**src/rtl/sky_renderer.sv**
```systemverilog
// Two-stage sky background generator with a frame-driven day/dusk/night/dawn crossfade.
// Optional night stars are enabled by defining SKY_STARS_EN.
module sky_renderer #(
    parameter int COORD_W      = 10,
    parameter int BAND0_END    = 20,
    parameter int BAND1_END    = 60,
    parameter int BAND2_END    = 135,
    parameter int BAND3_END    = 235,
    parameter int SKY_END      = 384,
    parameter int PHASE_FRAMES = 600,
    parameter int STEP_FRAMES  = 8
) (
    input  logic               clk,
    input  logic               reset,
    input  logic               frame_tick,
    input  logic               cycle_en,
    input  logic               pix_valid,
    input  logic [COORD_W-1:0] x,
    input  logic [COORD_W-1:0] y,
    output logic [11:0]        rgb,
    output logic               is_sky,
    output logic               out_valid,
    output logic [1:0]         phase,
    output logic [4:0]         alpha
);

`ifdef SKY_STARS_EN
    localparam bit STARS = 1'b1;
`else
    localparam bit STARS = 1'b0;
`endif

    localparam logic [1:0] DAY   = 2'd0;
    localparam logic [1:0] DUSK  = 2'd1;
    localparam logic [1:0] NIGHT = 2'd2;
    localparam logic [1:0] DAWN  = 2'd3;

    localparam int CNT_MAX = (PHASE_FRAMES > STEP_FRAMES) ? PHASE_FRAMES : STEP_FRAMES;
    localparam int FCNT_W  = (CNT_MAX > 1) ? $clog2(CNT_MAX + 1) : 1;

    logic [FCNT_W-1:0] fcnt;
    logic              advance;
    logic              phase_done;
    logic              step_done;

    assign advance    = frame_tick & cycle_en;
    assign phase_done = (fcnt == FCNT_W'(PHASE_FRAMES - 1));
    assign step_done  = (fcnt == FCNT_W'(STEP_FRAMES - 1));

    // Phase FSM: frozen entirely while cycle_en is low; ticks are dropped, not queued.
    always_ff @(posedge clk or posedge reset) begin
        if (reset) begin
            phase <= DAY;
            alpha <= 5'd0;
            fcnt  <= '0;
        end else if (advance) begin
            case (phase)
                DAY: begin
                    if (phase_done) begin
                        phase <= DUSK;
                        fcnt  <= '0;
                    end else begin
                        fcnt <= fcnt + 1'b1;
                    end
                end
                DUSK: begin
                    if (step_done) begin
                        fcnt  <= '0;
                        alpha <= alpha + 5'd1;
                        if (alpha == 5'd15) phase <= NIGHT;
                    end else begin
                        fcnt <= fcnt + 1'b1;
                    end
                end
                NIGHT: begin
                    if (phase_done) begin
                        phase <= DAWN;
                        fcnt  <= '0;
                    end else begin
                        fcnt <= fcnt + 1'b1;
                    end
                end
                default: begin
                    if (step_done) begin
                        fcnt  <= '0;
                        alpha <= alpha - 5'd1;
                        if (alpha == 5'd1) phase <= DAY;
                    end else begin
                        fcnt <= fcnt + 1'b1;
                    end
                end
            endcase
        end
    end

    logic [2:0] band;
    logic       in_sky;

    always_comb begin
        band   = 3'd4;
        in_sky = 1'b1;
        if (y <= COORD_W'(BAND0_END))      band = 3'd0;
        else if (y <= COORD_W'(BAND1_END)) band = 3'd1;
        else if (y <= COORD_W'(BAND2_END)) band = 3'd2;
        else if (y <= COORD_W'(BAND3_END)) band = 3'd3;
        else if (y <= COORD_W'(SKY_END))   band = 3'd4;
        else                               in_sky = 1'b0;
    end

    logic               s1_valid;
    logic               s1_sky;
    logic [2:0]         s1_band;
    logic [COORD_W-1:0] s1_x;
    logic [COORD_W-1:0] s1_y;

    always_ff @(posedge clk or posedge reset) begin
        if (reset) begin
            s1_valid <= 1'b0;
            s1_sky   <= 1'b0;
            s1_band  <= 3'd0;
            s1_x     <= '0;
            s1_y     <= '0;
        end else begin
            s1_valid <= pix_valid;
            s1_sky   <= pix_valid & in_sky;
            s1_band  <= band;
            s1_x     <= x;
            s1_y     <= y;
        end
    end

    function automatic logic [11:0] day_color(input logic [2:0] b);
        case (b)
            3'd0:    return 12'h138;
            3'd1:    return 12'h04d;
            3'd2:    return 12'h0af;
            3'd3:    return 12'h3df;
            default: return 12'haff;
        endcase
    endfunction

    function automatic logic [11:0] night_color(input logic [2:0] b);
        case (b)
            3'd0:    return 12'h001;
            3'd1:    return 12'h002;
            3'd2:    return 12'h013;
            3'd3:    return 12'h024;
            default: return 12'h035;
        endcase
    endfunction

    // Worst-case sum is 15*16 = 240, so 9 bits never overflow.
    function automatic logic [3:0] mix(input logic [3:0] d, input logic [3:0] n,
                                       input logic [4:0] a);
        logic [8:0] sum;
        sum = 9'(d) * 9'(5'd16 - a) + 9'(n) * 9'(a);
        return 4'(sum >> 4);
    endfunction

    logic [11:0]        day_c;
    logic [11:0]        night_c;
    logic [11:0]        blended;
    logic [COORD_W-1:0] star_sum;
    logic               star;

    assign day_c    = day_color(s1_band);
    assign night_c  = night_color(s1_band);
    assign blended  = {mix(day_c[11:8], night_c[11:8], alpha),
                       mix(day_c[7:4],  night_c[7:4],  alpha),
                       mix(day_c[3:0],  night_c[3:0],  alpha)};
    assign star_sum = s1_x + s1_y + (s1_y << 1);
    assign star     = STARS && (phase == NIGHT) && (s1_band <= 3'd2)
                      && ((star_sum & COORD_W'(63)) == '0);

    always_ff @(posedge clk or posedge reset) begin
        if (reset) begin
            rgb       <= 12'h000;
            is_sky    <= 1'b0;
            out_valid <= 1'b0;
        end else begin
            out_valid <= s1_valid;
            is_sky    <= s1_sky;
            if (!s1_sky)   rgb <= 12'h000;
            else if (star) rgb <= 12'hfff;
            else           rgb <= blended;
        end
    end

endmodule

```
**config.mk**
```make
export PLATFORM = sky130hd
export DESIGN_NAME = sky_renderer
export DESIGN_NICKNAME = d
export VERILOG_FILES = /design/src/rtl/sky_renderer.sv
export SDC_FILE = /design/constraint.sdc
export NUM_CORES = 1
export LEC_CHECK = 0
export ABC_CLOCK_PERIOD_IN_PS = 8400
export CAP_MARGIN = 20
export CORE_MARGIN = 1
export CORE_UTILIZATION = 34
export CTS_CLUSTER_SIZE = 10
export DETAILED_ROUTE_END_ITERATION = 7
export GPL_TIMING_DRIVEN = 1
export PLACE_DENSITY_LB_ADDON = 0.3
export SLEW_MARGIN = 20
export SYNTH_ARGS = -nofsm -noshare
export SYNTH_HDL_FRONTEND = slang
export SYNTH_SLANG_ARGS = --single-unit
```
**constraint.sdc**
```tcl
create_clock -name clk -period 8.4 [get_ports clk]
set_clock_uncertainty 0.15 [all_clocks]
set_input_delay 1.26 -clock clk [delete_from_list [all_inputs] [get_ports clk]]
set_output_delay 1.26 -clock clk [all_outputs]
set_load 0.01 [all_outputs]
```
==> flow_summary_export.csv, run 1 <==
group,metric,value,unit
detailed_routing,drt-initial-drc-count,214,
clocking,numCtsBuffers,5,
layout,multiInputGateArea,2865,µm²
layout,n_antenna_cell,0,
synth,synth_top_area_share,21.47,%
clocking,hold_buffers,0,
detailed_routing,post_drt_wl_per_cell,13.61,µm
floorplan,die_h,113.1,µm
clocking,post_cts_resized,0,
synth,ys_seq_area_share,21.47,%
critical_path,r2r_setup_slack,2.77,ns
critical_path,setup.worst_path.class,"reg2reg",
grt,antenna_found_initial,0,
synth,syn-instance-count,480,
worst_hold_path,hold_depth,0,
grt,grt_usage,15.14,%
clocking,clock_latency,0.27,ns
sta,min_period,5.627,ns
synth,synthTopCellsByArea,"dfrtp_1 (21%), fa_1 (18%), ha_1 (16%), inv_1 (8.8%), xnor2_1 (5.0%)",
sta,rsz0062_at_grt,"false",
detailed_routing,routed_wirelength,8953,µm
detailed_routing,ant_nets,0,
detailed_routing,first_pass_iters,4,
synth,synth_top_flop_cell,"dfrtp_1",
worst_hold_path,hold_end,"out_valid",
synth,ys_types,52,
place,gp_congestion,0.8800,
floorplan,pin_count,46,
critical_path,path_max_fanout,17,
clocking,ctsRootBufferMaster,"clkbuf_16",
floorplan,core,12010,µm²
place,hpwlAfterDp,7307,µm
synth,yosysMostFrequentCell,"inv_1",
detailed_routing,vias,3180,
layout,layout-drive-gt1-share,2.935,%
place,io_buffers,35,
synth,syn_nets,595,
sta,finalMaxSlewViolations,0,
clocking,tritoncts,"built",
clocking,htree_num_levels,2,
outcome,outcome,"finished, final reports clean",
clocking,numClockSinks,36,
synth,yosysWarnings,0,
grt,grt_pass1_vias,3266,
sta,setup_tns,0,ns
clocking,cts.clk_slew.worst_paths,0.05,ns
synth,ys_top_cells_by_count,"inv_1 (98), nor2_1 (55), ha_1 (52)",
synth,synth_edf_count,0,
detailed_routing,drc,0,
layout,syn_to_final_growth,15.15,%
critical_path,cp.required,8.39,ns
critical_path,reg2reg_depth,20,
detailed_routing,avgViaCountPerCell,4.833,
sta,setup_viol,0,
worst_hold_path,hp-class,"reg2reg",
run,max-cap-violations,0,
critical_path,timing.rr.end,"rgb[2]",
synth,synth-seq-cells,36,
critical_path,worst_setup_path_start_kind,"flip-flop",
sta,hold_violations,0,
sta,tightest_slew,0.7282,ns
sta,fmax,177.7,MHz
grt,grt_max_degree,37,
sta,final.period_utilization,66.99,%
layout,fillCellCount,1240,
synth,synthesis.area,4197,µm²
synth,synth.avg_cell_area,8.743,µm²
floorplan,die-area,12790,µm²
floorplan,chipWidth,113.1,µm
sta,max_slew_margin,51.45,%
floorplan,rows,40,
critical_path,critPathCaptureType,"flip-flop",
grt,grt_pass1_wl,15360,µm
worst_hold_path,min_from,"s1_valid",
layout,fin_nets,626,
floorplan,initial_core_util,34.94,%
synth,synth_top_area_cell,"dfrtp_1",
critical_path,r2r_start,"alpha[0]",
clocking,clockBufferDepth,2,
layout,final_util,40.23,%
grt,grt_remaining_overflow,0,
synth,async_flop_share,100.0,%
clocking,post_cts_buffers,0,
critical_path,worstPathArrival,5.62,ns
layout,ff_latch_area,900.9,µm²
cells by family (layout without fill, tap and decap cells):
kind of cell,after synthesis,in the layout,synth area share [%]
and+or+nand+nor,150,150,17.23
buffers and inverters,111,142,10.26
DFF,36,36,21.47
adders and majority gates,90,90,33.63
AOI/OAI and AO/OA,50,50,7.663
muxes,3,3,0.7454
xor gates and xnor gates,40,40,9.004
stage by stage:
| step | hold slack [ns] | std cells | setup WS [ns] | cell area [µm²] |
|---|---|---|---|---|
| 2_1_floorplan | 0.1812 | 480 | 3.590 | 4197 |
| 3_3_place_gp | 0.1825 | 651 | 2.885 | 4679 |
| 3_5_place_dp | 0.1902 | 651 | 2.827 | 4679 |
| 4_1_cts | 0.2028 | 658 | 2.812 | 4832 |
| 5_1_grt | 0.2069 | 658 | 2.371 | 4832 |
| 6_report | 0.1996 | 658 | 2.773 | 4832 |
cell usage in the layout (no fill, tap or decap), types with 2 or more instances in the layout:
cell type	instances
xnor2_1	24
nor2b_1	5
a21oi_1	18
and2_1	10
fa_1	38
nor4_1	2
a31oi_1	2
clkdlybuf4s50_1	35
xor2_1	14
nand4_1	4
nand2_1	33
a21o_1	3
and3_1	4
nor3_1	12
dfrtp_1	36
o21ai_0	10
inv_1	98
nand3_1	9
ha_1	52
clkbuf_8	2
nor2_1	55
mux2i_1	2
nand2b_1	6
clkbuf_16	5
o21bai_1	2
xnor3_1	2
or4_1	2
worst max-delay path by stage:
stage	startpoint	to	slack, ns	cells past startpoint
after floorplan	alpha[0]	rgb[2]	3.59	18
after detailed placement	alpha[0]	rgb[2]	2.83	20
after global placement	alpha[0]	rgb[2]	2.89	20
after CTS	alpha[0]	rgb[2]	2.81	20
after global routing	alpha[0]	rgb[2]	2.37	20
final	alpha[0]	rgb[2]	2.77	20
final cells by class:
type,instances,share of cell area [%]
clock buffer,7,3.159
inverter,99,7.690
multi-input combinational,333,59.30
sequential,36,18.64
tap,147,3.806
timing repair buffer,36,7.405
routing by layer:
| metal | GRT usage [%] | up-vias | wire (µm) |
|---|---|---|---|
| met5 | 0 | - | 0 |
| met2 | 25.48 | 84 | 4248 |
| li1 | - | 1579 | - |
| met1 | 20.16 | 1513 | 4152 |
| met3 | 2.464 | 4 | 483 |
| met4 | 4.123 | 0 | 68 |
flip-flops by register name, summed over array words and instances, names as in the netlist, 2 cells and up:
name     flops
alpha        5
fcnt        10
phase        2
rgb         12
s1_band      3
critical path, cell delays in order (launching register included):
cell and delay [ns]:
dfrtp_1 0.81, inv_1 0.24, ha_1 0.34, xnor2_1 0.25, inv_1 0.23, nor2_1 0.28
inv_1 0.09, fa_1 0.49, inv_1 0.05, ha_1 0.30, fa_1 0.48, inv_1 0.05
fa_1 0.52, inv_1 0.04, ha_1 0.28, nand4_1 0.08, a21oi_1 0.08, o21ai_1 0.22
nand2b_1 0.14, a211oi_1 0.28, nor3_1 0.07
Power of run 1 is not shown: default switching activity piles up to over one toggle a cycle in this logic, so the estimate is an artifact.
==> run 2, diff against run 1 <==
ABC_CLOCK_PERIOD_IN_PS = 5750   (was 8400)
clock period = 5.75 ns   (was 8.4 ns; I/O delays follow)
==> flow_summary_export.csv, run 2 (synthesized netlist as in run 1, its figures left out) <==
group,metric,value,unit
layout,top_regs,"rgb (12), fcnt (10), alpha (5)",
clocking,clock_latency,0.29,ns
floorplan,die-area,12790,µm²
sta,finalMaxSlewViolations,0,
clocking,htree_num_levels,2,
detailed_routing,first_pass_iters,4,
clocking,cts.clk_slew.worst_paths,0.06,ns
sta,rsz0062_at_grt,"false",
layout,syn_to_final_growth,16.58,%
grt,grt_remaining_overflow,0,
critical_path,worst_setup_path_start_kind,"flip-flop",
run,max-cap-violations,0,
critical_path,r2r_start,"alpha[0]",
critical_path,worstPathCellList,"inv_1, ha_1, xnor2_1, inv_1, nor2_1, inv_1, fa_1, inv_1, ha_1, fa_1, inv_1, fa_1, inv_1, ha_1, nand4_1, a21oi_1, o21ai_1, nand2b_1, a211oi_1, nor3_1",
sta,hold_violations,0,
layout,fin_nets,632,
place,dpl.cell_count,657,
sta,final.period_utilization,86.68,%
worst_hold_path,hold_end,"out_valid",
detailed_routing,drc,0,
clocking,numClockSinks,36,
floorplan,initial_core_util,34.94,%
place,hpwlAfterDp,7581,µm
floorplan,core,12010,µm²
detailed_routing,vias,3212,
floorplan,chipWidth,113.1,µm
layout,n_antenna_cell,0,
grt,grt_pass1_wl,16400,µm
detailed_routing,post_drt_wl_per_cell,14.07,µm
grt,grt_max_degree,37,
clocking,tritoncts,"built",
critical_path,slowest_stage,"fa_1",
worst_hold_path,min_from,"s1_valid",
detailed_routing,avgViaCountPerCell,4.830,
critical_path,r2r_setup_slack,0.77,ns
worst_hold_path,hold_depth,0,
sta,fin_ws,0.7662,ns
critical_path,critPathCaptureType,"flip-flop",
clocking,ctsRootBufferMaster,"clkbuf_16",
sta,max_slew_margin,57.63,%
critical_path,setup.worst_path.class,"reg2reg",
place,pre_cts_slack,0.7830,ns
place,gp_congestion,0.8636,
floorplan,die_h,113.1,µm
grt,grt_usage,16.35,%
critical_path,slowest_delay,0.53,ns
layout,mostFrequentLayoutCells,"inv_1 (98), nor2_1 (55), ha_1 (52)",
worst_hold_path,hp-class,"reg2reg",
critical_path,worstPathArrival,4.98,ns
sta,fmax,200.6,MHz
clocking,clockBufferDepth,2,
outcome,outcome,"finished, final reports clean",
grt,grt_pass1_vias,3387,
floorplan,rows,40,
detailed_routing,ant_nets,0,
layout,layout-drive-gt1-share,4.247,%
layout,largest_reg_flops,12,
sta,setup_viol,0,
sta,setup_tns,0,ns
sta,timing.hold.ws,0.2001,ns
critical_path,reg2reg_depth,20,
sta,tightest_slew,0.6356,ns
sta,min_period,4.984,ns
grt,antenna_found_initial,0,
detailed_routing,routed_wirelength,9354,µm
layout,fin_cells,665,
clocking,post_cts_buffers,0,
critical_path,timing.rr.end,"rgb[2]",
clocking,post_cts_resized,0,
critical_path,path_buf_inv,6,
clocking,hold_buffers,0,
critical_path,path_max_fanout,5,
floorplan,pin_count,46,
detailed_routing,drt-initial-drc-count,178,
layout,mostFrequentLayoutCell,"inv_1",
critical_path,path_common_cell,"inv_1",
clocking,numCtsBuffers,5,
layout,largest-register,"rgb",
place,io_buffers,35,
critical_path,path_delay_family,"adder cells",
critical_path,cp.required,5.74,ns
-- run 2: how the worst max path moves through the flow --
stage / startpoint / end / depth (start not counted) / slack (ns)
floorplan: alpha[0] / rgb[2] / 18 / 0.94
global placement: alpha[0] / rgb[2] / 17 / 0.81
detailed placement: alpha[0] / rgb[2] / 17 / 0.78
CTS: alpha[0] / rgb[2] / 17 / 0.76
global route: alpha[0] / rgb[2] / 20 / 0.37
finish: alpha[0] / rgb[2] / 20 / 0.77
-- run 2: cell type report --
type | count | area, µm²
fill | 1246 | 7119
multi-input combinational | 333 | 2865
sequential | 36 | 900.9
timing repair buffer | 42 | 402.9
inverter | 99 | 371.6
tap | 147 | 183.9
clock buffer | 5 | 125.1
clock inverter | 3 | 42.54
-- run 2: stage by stage --
stage	instance area (µm²)	utilization, %
after global routing	4892	40.73
final	4892	40.73
after CTS	4892	40.73
after detailed placement	4725	39.33
after floorplan	4197	-
after global placement	4725	39.33
-- run 2: worst register-to-register path, cell delays in order, from the launching register on --
cell and delay (ns):
dfrtp_1 0.34, inv_1 0.13, ha_1 0.29, xnor2_1 0.36, inv_1 0.11, nor2_1 0.28, inv_1 0.12, fa_1 0.49
inv_1 0.04, ha_1 0.31, fa_1 0.49, inv_1 0.05, fa_1 0.53, inv_1 0.04, ha_1 0.28, nand4_1 0.09
a21oi_1 0.07, o21ai_1 0.21, nand2b_1 0.13, a211oi_1 0.26, nor3_1 0.07
-- run 2: routing by layer --
| metal | routed length (µm) | track usage, % | vias up |
|---|---|---|---|
| li1 | - | - | 1585 |
| met1 | 4365 | 22.22 | 1535 |
| met2 | 4443 | 27.20 | 84 |
| met3 | 419 | 2.410 | 8 |
| met4 | 125 | 4.386 | 0 |
| met5 | 0 | 0 | - |
Power of run 2 is left out for the same reason.
==> RTL change: new RTL, settings of run 1 <==
The option `SKY_STARS_EN` is turned on by a define.
--- a/src/rtl/sky_renderer.sv
+++ b/src/rtl/sky_renderer.sv
@@ -1,4 +1,6 @@
 // Two-stage sky background generator with a frame-driven day/dusk/night/dawn crossfade.
 // Optional night stars are enabled by defining SKY_STARS_EN.
+`define SKY_STARS_EN
+
 module sky_renderer #(
     parameter int COORD_W      = 10,
Check against the original RTL: no difference found for any inputs over 10 cycles, from zero or initial values and one cycle with reset high; that may be too few to reach the edited logic, so the function may still have changed.
==> RTL change against run 1 <==
Final area increased by 14%. Count of clock-buffer cells in the layout decreased by 1. Worst setup slack got worse by 0.44 ns. Cell count increased by 9.4%. Critical path depth unchanged. Sequential share of layout area increased by 3.2 points. Area after synthesis increased by 14%. Global-route usage decreased by 0.68 points. Sequential cell count increased by 12. Hold slack got worse by 0.0020 ns. Wire length increased by 8.1%.
Power is left out: it rests on default switching activity, and per cell area and clock period it moved more than threefold.
==> RTL change: results (changes against run 1) <==
* Class of the worst hold path: flop to flop (unchanged)
* Final setup vio count at 0 (unchanged)
* Worst-Margin Slew at 0.869 ns (was 0.728 ns)
* Fraction of area in multi-input gates at 57.6% (was 59.3%)
* GP Congestion at 0.859 (was 0.880)
* Clock buffers at 6 (was 7)
* Netlist cell types at 55 (was 52)
* Share of layout cells above drive strength 1 at 4.96% (was 2.94%)
* Final WL at 9680 µm (was 8950 µm)
* Slowest cell on crit path: dfrtp_1 (unchanged)
* Multi-input comb cells at 354 (was 333)
* Plain + repair buffers at 42 (was 36)
* Area contributors post-synth: dfrtp_1 (25%), fa_1 (18%), ha_1 (15%) (was dfrtp_1 (21%), fa_1 (18%), ha_1 (16%))
* Placed cell areas at 5360 µm² (was 4680 µm²)
* Starting DRT DRC Count at 129 (was 214)
* Reg2reg setup slack at 2.34 ns (was 2.77 ns)
* Seq area share at 21.8% (was 18.6%)
* Worst-skew pair later-pin latency at 0.30 ns (was 0.27 ns)
* Port Buf Inserts at 41 (was 35)
* Clock tree cell share of total cell area at 2.77% (was 3.16%)
* Non-CTS inverters at 92 (was 99)
* Worst hold slack at 0.198 ns (was 0.200 ns)
* R2R depth at 20 (unchanged)
* Mux contribution to synthesized area at 0.706% (was 0.745%)
* R2R Path End: rgb[2] (unchanged)
* DP Cell Count at 712 (was 651)
* Nets at 669 (was 626)
* CTS Root Buffer Type: clkbuf_16 (unchanged)
* Commonest cells in the netlist: inv_1 (90), nor2_1 (59), ha_1 (58), dfrtp_1 (48), fa_1 (43) (was inv_1 (98), nor2_1 (55), ha_1 (52), fa_1 (38), dfrtp_1 (36))
* Ant diodes at 0 (unchanged)
* Final core utilization at 41.0% (was 40.2%)
* Post-synth top flop: dfrtp_1 (unchanged)
* FF-to-FF Start: alpha[0] (unchanged)
* Reg clk slew, reported paths at 0.08 ns (was 0.05 ns)
* Largest registers: rgb (12), fcnt (10) (was rgb (12), fcnt (10), alpha (5))
* Syn Nets at 633 (was 595)
* Syn_area_per_cell at 9.43 µm² (was 8.74 µm²)
* First-pass DRT Iterations at 4 (unchanged)
* Filler Cell Count at 1370 (was 1240)
* Tapcells at 176 (was 147)
* Vias at 3457 (was 3180)
* Drt via density at 4.80 (was 4.83)
* Crit path largest cell delay at 0.75 ns (was 0.81 ns)
* Hold path endpoint: out_valid (unchanged)
* Count of clock tree sinks at 48 (was 36)
* NonClk Buf Share at 7.59% (was 7.41%)
* Crit path max fanout at 15 (was 17)
* Largest net degree at the start of global routing at 49 (was 37)
* Register area share after synthesis at 25.1% (was 21.5%)
* Place WS at 2.43 ns (was 2.83 ns)
* Synth Area in XOR/XNOR at 9.45% (was 9.00%)
* First-pass GRT wire length at 16600 µm (was 15400 µm)
* Synth Area in Compound Gates at 7.93% (was 7.66%)
* Outcome: finished, final reports clean (unchanged)
* Adder-cell area share of the yosys netlist at 33.2% (was 33.6%)
* Post-CTS Setup Bufs at 0 (unchanged)
* Hpwl dp at 7820 µm (was 7310 µm)
* Global-route usage over all layers at 14.5% (was 15.1%)
* Arrival time worst endpoint at 6.10 ns (was 5.62 ns)
==> RTL change: cell count changes in the layout (fill, tap and decap cells not counted), moves of 5 or more <==
cell,before,now
nand2_1,33,24
xnor2_1,24,30
dfrtp_1,36,48
fa_1,38,43
o21a_1,1,8
ha_1,52,58
and3_1,4,9
and2_1,10,5
nor2b_1,5,11
clkdlybuf4s50_1,35,41
nor3_1,12,4
inv_1,98,89
==> RTL change: worst max-delay path by stage <==
stage                         from  endpoint  slack, ns  depth (start not counted)
after CTS                 alpha[0]    rgb[2]       2.39                         20
after detailed placement  alpha[0]    rgb[2]       2.43                         20
after global routing      alpha[0]    rgb[2]       2.00                         20
after global placement    alpha[0]    rgb[2]       2.53                         20
final                     alpha[0]    rgb[2]       2.34                         20
after floorplan           alpha[0]    rgb[3]       3.19                         18
==> RTL change: layer usage <==
layer,vias to the layer above,global-route usage [%],part of all wire [%]
li1,1680,-,-
met1,1684,18.7,44
met2,78,24.9,49
met3,15,2.74,4.6
met4,0,3.40,1.4
met5,-,0,0
